**src/rtl/rths_pkg.sv**
```systemverilog
`default_nettype none
// ============================================================================
// Module   : rths_pkg
// Brief    : Shared defaults, loader state encoding and constants for the
//            RTHS sorter front end.
// Revision : 1.0 - initial release
// ============================================================================
package rths_pkg;

    localparam int NUM_DEF = 4;
    localparam int W_DEF   = 16;

    // Width of a key count that must be able to represent NUM*NUM itself
    localparam int C_CNT_W = $clog2(NUM_DEF * NUM_DEF) + 1;

    // All-ones is the largest key, so pad slots sort to the tail
    localparam logic [W_DEF-1:0] C_PAD_KEY = '1;

    typedef enum logic [0:0] {
        ST_FILL = 1'b0,
        ST_FULL = 1'b1
    } loader_state_t;

endpackage : rths_pkg
`default_nettype wire

```
**src/rtl/rths_slot_decoder.sv**
```systemverilog
`default_nettype none
// ============================================================================
// Module   : rths_slot_decoder
// Brief    : Turns the slot counter into a one-hot write enable and, when
//            RTHS_ROW_LOADER_PAD_EN is defined, a mask of slots to pad.
// Revision : 1.0 - initial release
// ============================================================================
module rths_slot_decoder #(
    parameter int N2    = 16,
    parameter int IDX_W = 4
) (
    input  logic [IDX_W-1:0] i_cnt,
    input  logic             i_we,
    input  logic             i_last,
    output logic [N2-1:0]    o_slot_we,
    output logic [N2-1:0]    o_pad_mask
);

    for (genvar j = 0; j < N2; j++) begin : g_slot
        assign o_slot_we[j] = i_we && (i_cnt == IDX_W'(j));
`ifdef RTHS_ROW_LOADER_PAD_EN
        // Every slot beyond the closing key is filled in the same edge
        assign o_pad_mask[j] = i_we && i_last && (IDX_W'(j) > i_cnt);
`else
        assign o_pad_mask[j] = 1'b0;
`endif
    end

`ifndef RTHS_ROW_LOADER_PAD_EN
    logic w_unused_last;
    assign w_unused_last = i_last;
`endif

endmodule : rths_slot_decoder
`default_nettype wire

```
**src/rtl/rths_row_loader.sv**
```systemverilog
`default_nettype none
// ============================================================================
// Module   : rths_row_loader
// Brief    : Serial key stream to NUM x NUM row-major frame; holds the frame
//            on NUM row buses until downstream accepts it.
//            Optional short-frame padding: RTHS_ROW_LOADER_PAD_EN.
// Revision : 1.0 - initial release
// ============================================================================
module rths_row_loader
    import rths_pkg::*;
#(
    parameter int NUM = NUM_DEF,
    parameter int W   = W_DEF
) (
    input  logic                      clk,
    input  logic                      rst,
    input  logic [W-1:0]              in_data,
    input  logic                      in_valid,
    output logic                      in_ready,
    input  logic                      in_last,
    output logic [NUM*W-1:0]          OUT1,
    output logic [NUM*W-1:0]          OUT2,
    output logic [NUM*W-1:0]          OUT3,
    output logic [NUM*W-1:0]          OUT4,
    output logic                      out_valid,
    input  logic                      out_ready,
    output logic [$clog2(NUM*NUM):0]  out_count
);

    localparam int N2    = NUM * NUM;
    localparam int IDX_W = $clog2(N2);
    localparam int CNT_W = IDX_W + 1;
    localparam logic [W-1:0]     c_pad_key = '1;
    localparam logic [IDX_W-1:0] c_last_idx = IDX_W'(N2 - 1);

    loader_state_t      r_state;
    loader_state_t      w_state_nxt;
    logic [IDX_W-1:0]   r_cnt;
    logic [CNT_W-1:0]   r_count;
    logic [W-1:0]       r_slot [N2];

    logic               w_accept;
    logic               w_last;
    logic               w_close;
    logic [N2-1:0]      w_slot_we;
    logic [N2-1:0]      w_pad_mask;
    logic [NUM-1:0][NUM*W-1:0] w_rows;

`ifdef RTHS_ROW_LOADER_PAD_EN
    assign w_last = in_last;
`else
    assign w_last = 1'b0;
    logic w_unused_last;
    assign w_unused_last = in_last;
`endif

    // in_ready is a pure decode of state and reset, never of the handshakes
    assign in_ready = (r_state == ST_FILL) && !rst;
    assign w_accept = in_valid && in_ready;
    assign w_close  = w_accept && ((r_cnt == c_last_idx) || w_last);

    rths_slot_decoder #(
        .N2    (N2),
        .IDX_W (IDX_W)
    ) u_slot_decoder (
        .i_cnt      (r_cnt),
        .i_we       (w_accept),
        .i_last     (w_last),
        .o_slot_we  (w_slot_we),
        .o_pad_mask (w_pad_mask)
    );

    always_comb begin
        w_state_nxt = r_state;
        case (r_state)
            ST_FILL: if (w_close)   w_state_nxt = ST_FULL;
            ST_FULL: if (out_ready) w_state_nxt = ST_FILL;
            default:                w_state_nxt = ST_FILL;
        endcase
    end

    always_ff @(posedge clk) begin
        if (rst) begin
            r_state <= ST_FILL;
            r_cnt   <= '0;
            r_count <= '0;
            for (int j = 0; j < N2; j++) begin
                r_slot[j] <= '0;
            end
        end else begin
            r_state <= w_state_nxt;
            if (w_accept) begin
                r_cnt <= w_close ? '0 : r_cnt + 1'b1;
            end
            if (w_close) begin
                r_count <= CNT_W'(r_cnt) + 1'b1;
            end
            for (int j = 0; j < N2; j++) begin
                if (w_slot_we[j]) begin
                    r_slot[j] <= in_data;
                end else if (w_pad_mask[j]) begin
                    r_slot[j] <= c_pad_key;
                end
            end
        end
    end

    for (genvar r = 0; r < NUM; r++) begin : g_row
        for (genvar l = 0; l < NUM; l++) begin : g_lane
            assign w_rows[r][(l+1)*W-1 -: W] = r_slot[r*NUM + l];
        end
    end

    assign OUT1      = w_rows[0];
    assign OUT2      = w_rows[1];
    assign OUT3      = w_rows[2];
    assign OUT4      = w_rows[3];
    assign out_valid = (r_state == ST_FULL);
    assign out_count = r_count;

endmodule : rths_row_loader
`default_nettype wire

```
**config.mk**
```make
export PLATFORM = sky130hd
export DESIGN_NAME = rths_row_loader
export DESIGN_NICKNAME = d
export VERILOG_FILES = /design/src/rtl/rths_pkg.sv /design/src/rtl/rths_slot_decoder.sv /design/src/rtl/rths_row_loader.sv
export SDC_FILE = /design/constraint.sdc
export NUM_CORES = 1
export LEC_CHECK = 0
export ABC_AREA = 1
export BUFFER_PORTS_ARGS = -buffer_cell sky130_fd_sc_hd__buf_4
export CAP_MARGIN = 20
export CORE_UTILIZATION = 35
export CTS_BUF_LIST = sky130_fd_sc_hd__clkbuf_8
export DETAILED_ROUTE_END_ITERATION = 12
export GPL_TIMING_DRIVEN = 0
export PLACE_DENSITY = 0.53
export SLEW_MARGIN = 20
export SYNTH_ARGS = -nofsm -noshare
export SYNTH_HDL_FRONTEND = slang
export SYNTH_HIERARCHICAL = 1
export SYNTH_SLANG_ARGS = --single-unit
```
**constraint.sdc**
```tcl
create_clock -name clk -period 2.6 [get_ports clk]
set_input_delay 0.39 -clock clk [delete_from_list [all_inputs] [get_ports clk]]
set_output_delay 0.39 -clock clk [all_outputs]
set_load 0.01 [all_outputs]
```
==> summary.txt <==
Detailed routing
  • Final wirelength: a little over 30 mm
  • ANT nets after route: 0
  • WL/cell: 20.4 um
  • Vias per Instance: between 4 and 5
  • DRT iter0 DRCs: ~530
  • Router iterations before antenna repair: 5
  • Via count: around 7000
  • # DRC: 0

Timing
  • Min Clock Period, post-route: 2.35 ns
  • Final period util: 90.3%
  • Setup Skew: 0.0202 ns
  • Setup WS post-layout: between 0.2 and 0.3 ns
  • # setup viols final: 0
  • Final Hold Viols: 0
  • Unrepaired setup endpoints after global routing: no
  • Max_slew headroom: 37.0%
  • Slew Limit Fails: 0
  • Fmax: between 0.4 and 0.5 GHz
  • Slew @ Worst Pin: roughly 0.94 ns

Layout
  • Synth-to-layout area growth: 33.8%
  • Most common cell after layout, fill and taps aside: buf_4
  • NumNets Final: around 1100
  • Share of layout cells above drive strength 1: 37.8%
  • Final Cell Area: 0.0137 sq mm
  • Ant diodes: 0
  • Commonest non-fill, non-tap cells in the layout: 301 x buf_4, 256 x edfxtp_1, 147 x a21oi_1
  • Layout fillers: about 2700

Global routing
  • Grt ovf: 0
  • Number of global-route vias before repair: just under 7000
  • Initial antenna violation count: 0
  • Largest net degree at the start of global routing: 17
  • First-pass GRT wire length: around 44 mm
  • Gr usage total: between 15 and 20%

Clock network
  • Clock transition at the registers of the reported paths: 0.06 ns
  • Post-CTS Setup Inserts: 0
  • Worst skew pair latency: between 0.5 and 0.6 ns
  • Cts bufs inserted: between 40 and 50
  • CTS Root Cell: clkbuf_8
  • TritonCTS clock tree: done
  • CTS max path bufs: 3
  • H-tree depth: 2
  • Clk sink count: 266

Setup path
  • Worst endpoint data arrival time: about 2.5 ns
  • CP Class: reg2reg
  • WP data required: 2.79 ns
  • Crit-path cells: inv_1, nand2_1, nor2_4, nand3_1, nor2_1, buf_2, o21ai_4, buf_6, nand2_2
  • Startpoint Class: flip-flop
  • Critical Path Sink Type: flip-flop
  • Max incr delay on CP: ~0.35 ns
  • CP max FO: 16
  • Slowest CP cell: dfxtp_1

Place
  • Hpwl dp: about 21 mm
  • Post-DP Area: approximately 0.013 sq mm
  • Placement Setup Slack: -0.198 ns
  • Number of port buffers: about 280
  • Gp weighted congestion: roughly 0.80

Floorplan
  • Starting density of the core: a little over a third
  • Ports: approximately 280
  • FP Rows: 62
  • Die H: between 150 and 200 um
  • Core region area: roughly 0.029 sq mm
  • Die area: approximately 0.030 sq mm
  • Chip Width: about 170 um

Synth
  • Synth Area per Inst: about 14 sq um
  • Post-Synthesis Cells: roughly 730
  • Synthesized area: 0.0103 sq mm
  • Ys Warns: 6

Pwr
  • Leak pwr: between 5 and 6 nW
  • Worst VDD drop: 0.000403 V
  • Pwr dens: roughly 740 mW/mm^2
  • Total chip power: 0.0102 W

Job
  • Maximum Capacitance Violations: 0

Status
  • Outcome: completed

Hold path
  • Path type of the worst min-delay path: in2reg
-- final timing paths --
kind | start | endpoint | slack [ns] | cells past startpoint
worst max-delay path | out_valid$_SDFF_PP0_ | r_slot[0][107]$_SDFFCE_PN0P_ | 0.25 | 9
worst min-delay path | rst | r_cnt[1]$_SDFFE_PP0P_ | 0.07 | 2
worst max register to register | out_valid$_SDFF_PP0_ | r_slot[0][107]$_SDFFCE_PN0P_ | 0.25 | 9
worst min register to register | out_count[2]$_SDFFE_PP0P_ | out_count[2]$_SDFFE_PP0P_ | 0.43 | 2
-- registers in the layout, indices dropped and copies added (netlist names) --
signal,count
out_count,5
out_valid,1
r_cnt,4
r_slot,256
-- per-layer routing --
layer	routed length, um	global-route usage (%)	part of all wire, %
met4	343	4.39	1.1
met2	14500	31.8	48
met5	0	0	0
met3	2530	6.43	8.3
met1	13100	26.3	43
-- critical path, delay by kind of cell (launching register included) --
| kind | cells | cell delay (ns) |
|---|---|---|
| AND/OR/NAND/NOR | 5 | 0.99 |
| buffers and inverters | 3 | 0.52 |
| flip-flops | 1 | 0.35 |
| AO/OA/AOI/OAI | 1 | 0.13 |
-- area by class of cell --
type	count	area (sq um)	area share, %
Timing Repair Buffer	281	2110	15.4
Inverter	32	128	0.929
Sequential cell	266	7890	57.4
Clock buffer	46	633	4.61
Buffer	57	387	2.81
Clock inverter	32	168	1.22
Tap cell	384	480	3.50
Multi-Input combinational cell	392	1950	14.2
-- power by group --
part | internal [W] | total (W) | switching (W)
Clock | 0.00175 | 0.00343 | 0.00168
Sequential | 0.00519 | 0.00533 | 0.000146
Combinational | 0.000611 | 0.00141 | 0.000803
Total | 0.00755 | 0.0102 | 0.00263
-- timing repair --
| item | CTS | global route |
|---|---|---|
| setup endpoints to repair | 0 | 144 |
| hold buffers | 0 | 0 |
| gates resized for setup | 0 | 9 |
-- per-stage QoR --
stage | instances | hold slack (ns) | util, % | setup TNS (ns)
floorplan | 747 | 0.453 | - | 0
global placement | 1412 | 0.421 | 44.9 | -16.32
detailed placement | 1412 | 0.427 | 44.9 | -17.19
CTS | 1490 | 0.0391 | 47.7 | 0
global route | 1490 | 0.0430 | 47.7 | 0
finish | 1490 | 0.0675 | 47.7 | 0
Power figures use the tool's default switching activity.
